### config.mk
export PLATFORM = sky130hd
export DESIGN_NAME = shift_deserializer
export DESIGN_NICKNAME = d
export VERILOG_FILES = /design/src/rtl/shift_pkg.sv /design/src/rtl/shift_deserializer.sv
export SDC_FILE = /design/constraint.sdc
export NUM_CORES = 1
export LEC_CHECK = 0
export ABC_AREA = 1
export CORE_UTILIZATION = 44
export DETAILED_ROUTE_END_ITERATION = 10
export GPL_TIMING_DRIVEN = 0
export PLACE_DENSITY = 0.66
export SETUP_SLACK_MARGIN = 0.4
export SYNTH_ARGS = -nofsm -noshare
export SYNTH_HDL_FRONTEND = slang
export SYNTH_SLANG_ARGS = --single-unit
### constraint.sdc
create_clock -name clk -period 1.6 [get_ports clk]
set_input_delay 0.16 -clock clk [delete_from_list [all_inputs] [get_ports clk]]
set_output_delay 0.16 -clock clk [all_outputs]
set_load 0.03 [all_outputs]
### src/rtl/shift_pkg.sv
// Shared types for the serial-to-parallel receiver: FSM states and shift-direction encodings.
package shift_pkg;

    typedef enum logic [1:0] {
        IDLE  = 2'd0,
        SHIFT = 2'd1,
        FULL  = 2'd2
    } state_t;

    localparam logic DIR_MSB_FIRST = 1'b0;
    localparam logic DIR_LSB_FIRST = 1'b1;

endpackage

### src/rtl/shift_deserializer.sv
// Reassembles WIDTH-bit words from a framed one-bit stream (MSB- or LSB-first)
// and holds one completed word in a valid/ready output buffer.
module shift_deserializer
    import shift_pkg::*;
#(
    parameter int WIDTH = 4
) (
    input  logic             clk,
    input  logic             rst,
    input  logic             s_valid,
    input  logic             s_bit,
    input  logic             s_first,
    input  logic             s_dir,
    output logic             s_ready,
    output logic [WIDTH-1:0] q,
    output logic             q_valid,
    input  logic             q_ready,
    output logic             err
);

    localparam int CW = $clog2(WIDTH + 1);

    state_t           state, state_n;
    logic [WIDTH-1:0] sr, sr_n;
    logic [CW-1:0]    cnt, cnt_n;
    logic [WIDTH-1:0] q_n;
    logic             q_valid_n;
    logic             err_n;
    logic             dir, dir_n;

    logic             accept;
    logic             drain;
    logic [WIDTH-1:0] sr_shift;
    logic [WIDTH-1:0] sr_load;
    logic [CW-1:0]    cnt_inc;

    // s_ready depends on state alone, so there is no path from q_ready or s_valid.
    assign s_ready = (state != FULL);
    assign accept  = s_valid && s_ready;
    assign drain   = q_valid && q_ready;
    assign cnt_inc = cnt + 1'b1;

    assign sr_shift = (dir == DIR_LSB_FIRST) ? {s_bit, sr[WIDTH-1:1]}
                                             : {sr[WIDTH-2:0], s_bit};
    // Bit 0 lands where the chosen direction will walk it to its final position.
    assign sr_load  = (s_dir == DIR_LSB_FIRST) ? {s_bit, {(WIDTH-1){1'b0}}}
                                               : {{(WIDTH-1){1'b0}}, s_bit};

    always_ff @(posedge clk) begin
        if (rst) begin
            state   <= IDLE;
            sr      <= '0;
            cnt     <= '0;
            q       <= '0;
            q_valid <= 1'b0;
            err     <= 1'b0;
            dir     <= DIR_MSB_FIRST;
        end else begin
            state   <= state_n;
            sr      <= sr_n;
            cnt     <= cnt_n;
            q       <= q_n;
            q_valid <= q_valid_n;
            err     <= err_n;
            dir     <= dir_n;
        end
    end

    always_comb begin
        state_n   = state;
        sr_n      = sr;
        cnt_n     = cnt;
        q_n       = q;
        q_valid_n = drain ? 1'b0 : q_valid;
        err_n     = 1'b0;
        dir_n     = dir;

        case (state)
            IDLE: begin
                if (accept) begin
                    if (s_first) begin
                        sr_n    = sr_load;
                        dir_n   = s_dir;
                        cnt_n   = CW'(1);
                        state_n = SHIFT;
                    end else begin
                        err_n = 1'b1;
                    end
                end
            end
            SHIFT: begin
                if (accept) begin
                    if (s_first) begin
                        sr_n  = sr_load;
                        dir_n = s_dir;
                        cnt_n = CW'(1);
                        err_n = 1'b1;
                    end else begin
                        sr_n  = sr_shift;
                        cnt_n = cnt_inc;
                        if (cnt_inc == CW'(WIDTH)) begin
                            if (!q_valid || q_ready) begin
                                q_n       = sr_shift;
                                q_valid_n = 1'b1;
                                cnt_n     = '0;
                                state_n   = IDLE;
                            end else begin
                                state_n = FULL;
                            end
                        end
                    end
                end
            end
            FULL: begin
                if (drain) begin
                    q_n       = sr;
                    q_valid_n = 1'b1;
                    cnt_n     = '0;
                    state_n   = IDLE;
                end
            end
            default: state_n = IDLE;
        endcase
    end

endmodule

**Yosys cells after proc, flatten, opt, wreduce, memory -nomap -nowiden**

Index checks and enable logic that the tools add are counted.

- Multiplexer cells: 41
- Add/sub/neg operators: 1
- Eq/ne operators: 11
- Reductions and logical operators: 14

Operators with widths:

| cell | count |
|---|---|
| two-way mux 4 bit | 11 |
| two-way mux 3 bit | 7 |
| inequality test 2 bit (second input constant) | 8 |
| one-hot mux 4 bit (2 select lines) | 2 |
| two-way mux 2 bit | 7 |
| AND reduction 6 bit | 2 |
| two-way mux 1 bit | 10 |
| one-hot mux 3 bit (3 select lines) | 1 |
| one-hot mux 2 bit (3 select lines) | 1 |
| AND reduction 5 bit | 1 |
| one-hot mux 1 bit (2 select lines) | 2 |
| AND reduction 4 bit | 1 |
| nonzero test 2 bit | 2 |
| adder 3 x 1 -> 3 bit (second input constant) | 1 |
| == test 3 bit (second input constant) | 1 |
| AND reduction 3 bit | 1 |
| nonzero test 3 bit | 1 |
| == test 2 x 1 -> 1 bit (second input constant) | 1 |
| == test 2 bit (second input constant) | 1 |
| logical AND 1 bit | 2 |
| zero test 2 bit | 1 |
| OR reduction 2 bit | 1 |
| zero test 1 bit | 1 |
| logical OR 1 bit | 1 |

- Register bits after elaboration: 16
- Output and inout port bits: 7

**Longest topological paths before layout**

- Depth in word-level cells: 7
- Mapped depth: 11
- Gate-level depth less buffers: 10

**Worst setup path after synthesis**

No wires, ideal clock.

- Path type: register to register
- Start point: reg state[0]
- End point: reg state[0]
- Buffers on the path: 0
- Required time: 1,486 ps
- Library setup time: 114 ps
- Cell stages (with the launch flop): 11
- Data arrival time: 1,395 ps
- Path slack: 91 ps
- Path through: dfxtp_1 -> inv_1 -> ha_1 -> inv_2 -> nand2_2 -> nand2_1 -> nand2_1 -> nor2_1 -> nand3_1 -> nand2_1 -> nor2_2

- Cells in the longest elaborated chain, start to end: 4

RTL lines:

| item | line | source |
|---|---|---|
| start: declaration | shift_deserializer.sv:23 | `state_t state, state_n;` |
| start signal: assignment | shift_deserializer.sv:59 | `state <= state_n;` |
| inequality test 2 bit (*) | shift_deserializer.sv:38 | `assign s_ready = (state != FULL);` |
| named net s_ready | shift_deserializer.sv:14 | `output logic s_ready,` |
| logical AND 1 bit (*) | shift_deserializer.sv:39 | `assign accept = s_valid && s_ready;` |
| inequality test 2 bit (no line) | -- |  |
| AND reduction 6 bit (no line) (*) | -- |  |

The timed path passes the listed nets; every way through them passes the cells marked *.
A chain may end at the register's enable or synchronous reset.

**Worst setup path after layout**

- Start point: reg state[0]
- End point: reg q[2]

- Cells in the longest elaborated chain, start to end: 4

RTL lines:

| item | line | source |
|---|---|---|
| inequality test 2 bit | shift_deserializer.sv:38 |  |
| logical AND 1 bit | shift_deserializer.sv:39 |  |
| inequality test 2 bit (no line) | -- |  |
| AND reduction 6 bit (no line) | -- |  |
| end signal: assignment | shift_deserializer.sv:62 | `q <= q_n;` |
| end: declaration | shift_deserializer.sv:15 | `output logic [WIDTH-1:0] q,` |

Parallel ways exist; a longest one is shown, timed or not.

==> run metrics <==
status complete, no violations; area used by multi-input combinational logic 779 um^2; internal power 1.61 mW; sequential fraction of design power 20.8%; P per Cell Area 1960 mW/mm^2; Nets 216; grt ovf 0; Crit Path Max Fanout 8; DR vias 1162; RSZ-0062 raised after global routing true; Post-synth top cells 46 x nand2_1, 22 x inv_1, 17 x nor2_1; ant diodes 0; share of cells above drive strength 1 36.5%; Yosys warning count 0; hold crit path type reg -> reg; syn_nets 182; Slew @ Worst Pin 323 ps; WL per Instance 11.8 um; asr flop ratio synth 0%; syn avg cell area 6.63 um^2; Final Cycle Share 89.5%; Worst IR Drop VDD 1330 uV; max_cap viols 0; Clk pwr share 9.2%; most common cell in the synthesized netlist nand2_1; antenna violations before repair 0; Yosys reg bits 16; drt total wl 2690 um; Slew Limit Fails 0; total area of sequential cells 330 um^2; FF-to-FF path depth 9; Power, Total 3.11 mW; Slew headroom 78.2%; initial core utilization 48.2%; port bufs 13; setup TNS 0 ps; Area Growth Syn to Fin 43.1%; vias in the first global route 1032; CTS tree yes; total CTS buffers 3; die area 0.00272 mm^2; switching pwr 1.50 mW; switching part of the total 48.2%; crit-path max cell delay 400 ps; Hold Path Stages 2; share of the synthesized area in the top cell type 28.9%; CTS Buffer Depth 2; Clock Root Buffer clkbuf_4; DRC Markers 0; crit end category flop; clock transition at the registers of the reported paths 110 ps; CP required 1840 ps; static leakage 0.720 nW; worst-path cell chain inv_4 > ha_4 > clkinv_4 > nand2_2 > a21oi_1 > nand2_4 > nand2_1 > nand2_1 > nor2_1; num rows 17; Fillers 193; synthesized cell area 0.00111 mm^2; largest cells by area after synthesis dfxtp_1 29%, nand2_1 16%, ha_1 9.0%, inv_1 7.5%, nor2_1 5.8%; Core ar. 0.00230 mm^2; htree depth 1; maximum clock rate 698 MHz; Clock Latency Late Sink 300 ps; Synth cell types 25; CP Class reg -> reg; post-synthesis cell count 167; Die X 52.2 um; Final Hold Slack 468 ps; Critical Path Most Common Cell nand2_1; first-pass GRT wire length 4420 um; Area after DPL 0.00133 mm^2; Post-synth EDFFs 0; Final Hold Vio Count 0; hpwl dp 1840 um; first-pass iteration count of the detailed router 4; IO Pins 14; GP Congestion 0.844; final setup fails 0; largest area contributor in the netlist dfxtp_1; die height 52.2 um; largest net degree at the start of global routing 11; Initial DRC Count 18; Comb pwr share 70.0%; Worst path slowest cell dfxtp_4; nature of the critical path startpoint flop; post-route design area 0.00158 mm^2; worst path arrival time 1680 ps; Via density 5.10; Most used DFF post-synth dfxtp_1; register area share after synthesis 28.9%; Fin Clk Skew 7.09 ps; antenna viol nets, final 0; Sink Count 16; Global Route Usage Sum 22.2%; crit path time final 1430 ps
-- flip-flops by register name, indices dropped and copies added, names as in the netlist --
signal   flops
err          1
dir          1
sr           4
q            4
q_valid      1
state        2
cnt          3
-- worst max-delay path: cells and delay by family, from the launching register on --
family / cells / cell delay (ps)
adder cells (fa/ha/maj): 1 / 170
buffers and inverters: 2 / 110
AO/OA/AOI/OAI: 1 / 260
AND/OR/NAND/NOR: 5 / 430
flip-flops: 1 / 400
-- metal layers --
metal	global-route usage, %	part of all wire [%]
met3	3.51	3.6
met2	40.0	51
met5	0	0
met4	11.4	1.9
met1	24.9	44
-- final timing paths --
kind / startpoint / endpoint / slack [ps]
hold reg to reg: sr[1] / sr[1] / 470
setup / recovery: state[0] / q[2] / 170
hold / removal: sr[1] / sr[1] / 470
setup reg to reg: state[0] / q[2] / 170
-- cell usage in the layout, fill, tap and decap left out, drive strengths merged --
master,instances
nand2,52
inv,25
nor2,25
buf,20
dfxtp,16
nand3,11
o21ai,9
ha,8
a21oi,7
clkbuf,7
clkdlybuf4s50,6
nand4,3
clkinv,2
nor3,2
nor4,2
a31oi,1
a41oi,1
clkdlybuf4s18,1
dlygate4sd2,1
clkdlybuf4s15,1
-- what timing repair did --
action | CTS | global route
pin swaps | 13 | 17
hold buffers | 0 | 0
gates resized for setup | 30 | 22
buffers inserted | 7 | 9
endpoints found under the setup margin | 22 | 21
-- through the flow --
| step | instances | util, % | setup slack, ps |
|---|---|---|---|
| 6_report | 228 | 69.0 | 167 |
| 5_1_grt | 228 | 69.0 | 76.8 |
| 3_3_place_gp | 208 | 57.8 | 56.5 |
| 3_5_place_dp | 208 | 57.8 | 42.4 |
| 4_1_cts | 219 | 65.1 | 153 |
| 2_1_floorplan | 167 | - | 316 |
-- power groups by stage --
stage,registers (mW),logic [mW],clock network [mW]
floorplan,0.770,1.18,0
global placement,0.660,1.65,0
detailed placement,0.664,1.67,0
CTS,0.650,1.93,0.289
global route,0.664,2.39,0.313
finish,0.645,2.18,0.286
-- cell families (layout without fill, tap and decap cells) --
group	count (synthesis)	count (layout)	synth area share [%]
AND/OR/NAND/NOR	95	95	41.5
buffers and inverters	30	63	11.6
AO/OA/AOI/OAI	18	18	8.93
flip-flops	16	16	28.9
adder cells (fa/ha/maj)	8	8	9.04
-- cell type report --
cell class                 count  share of cell area [%]
multi-input combinational    121                    49.2
timing repair buffer          29                    15.9
buffer                         3                    2.21
clock buffer                   4                    2.29
tap                           28                    2.21
sequential                    16                    20.9
inverter                      27                    7.35
Note: power is estimated with default switching activity, not from simulation.
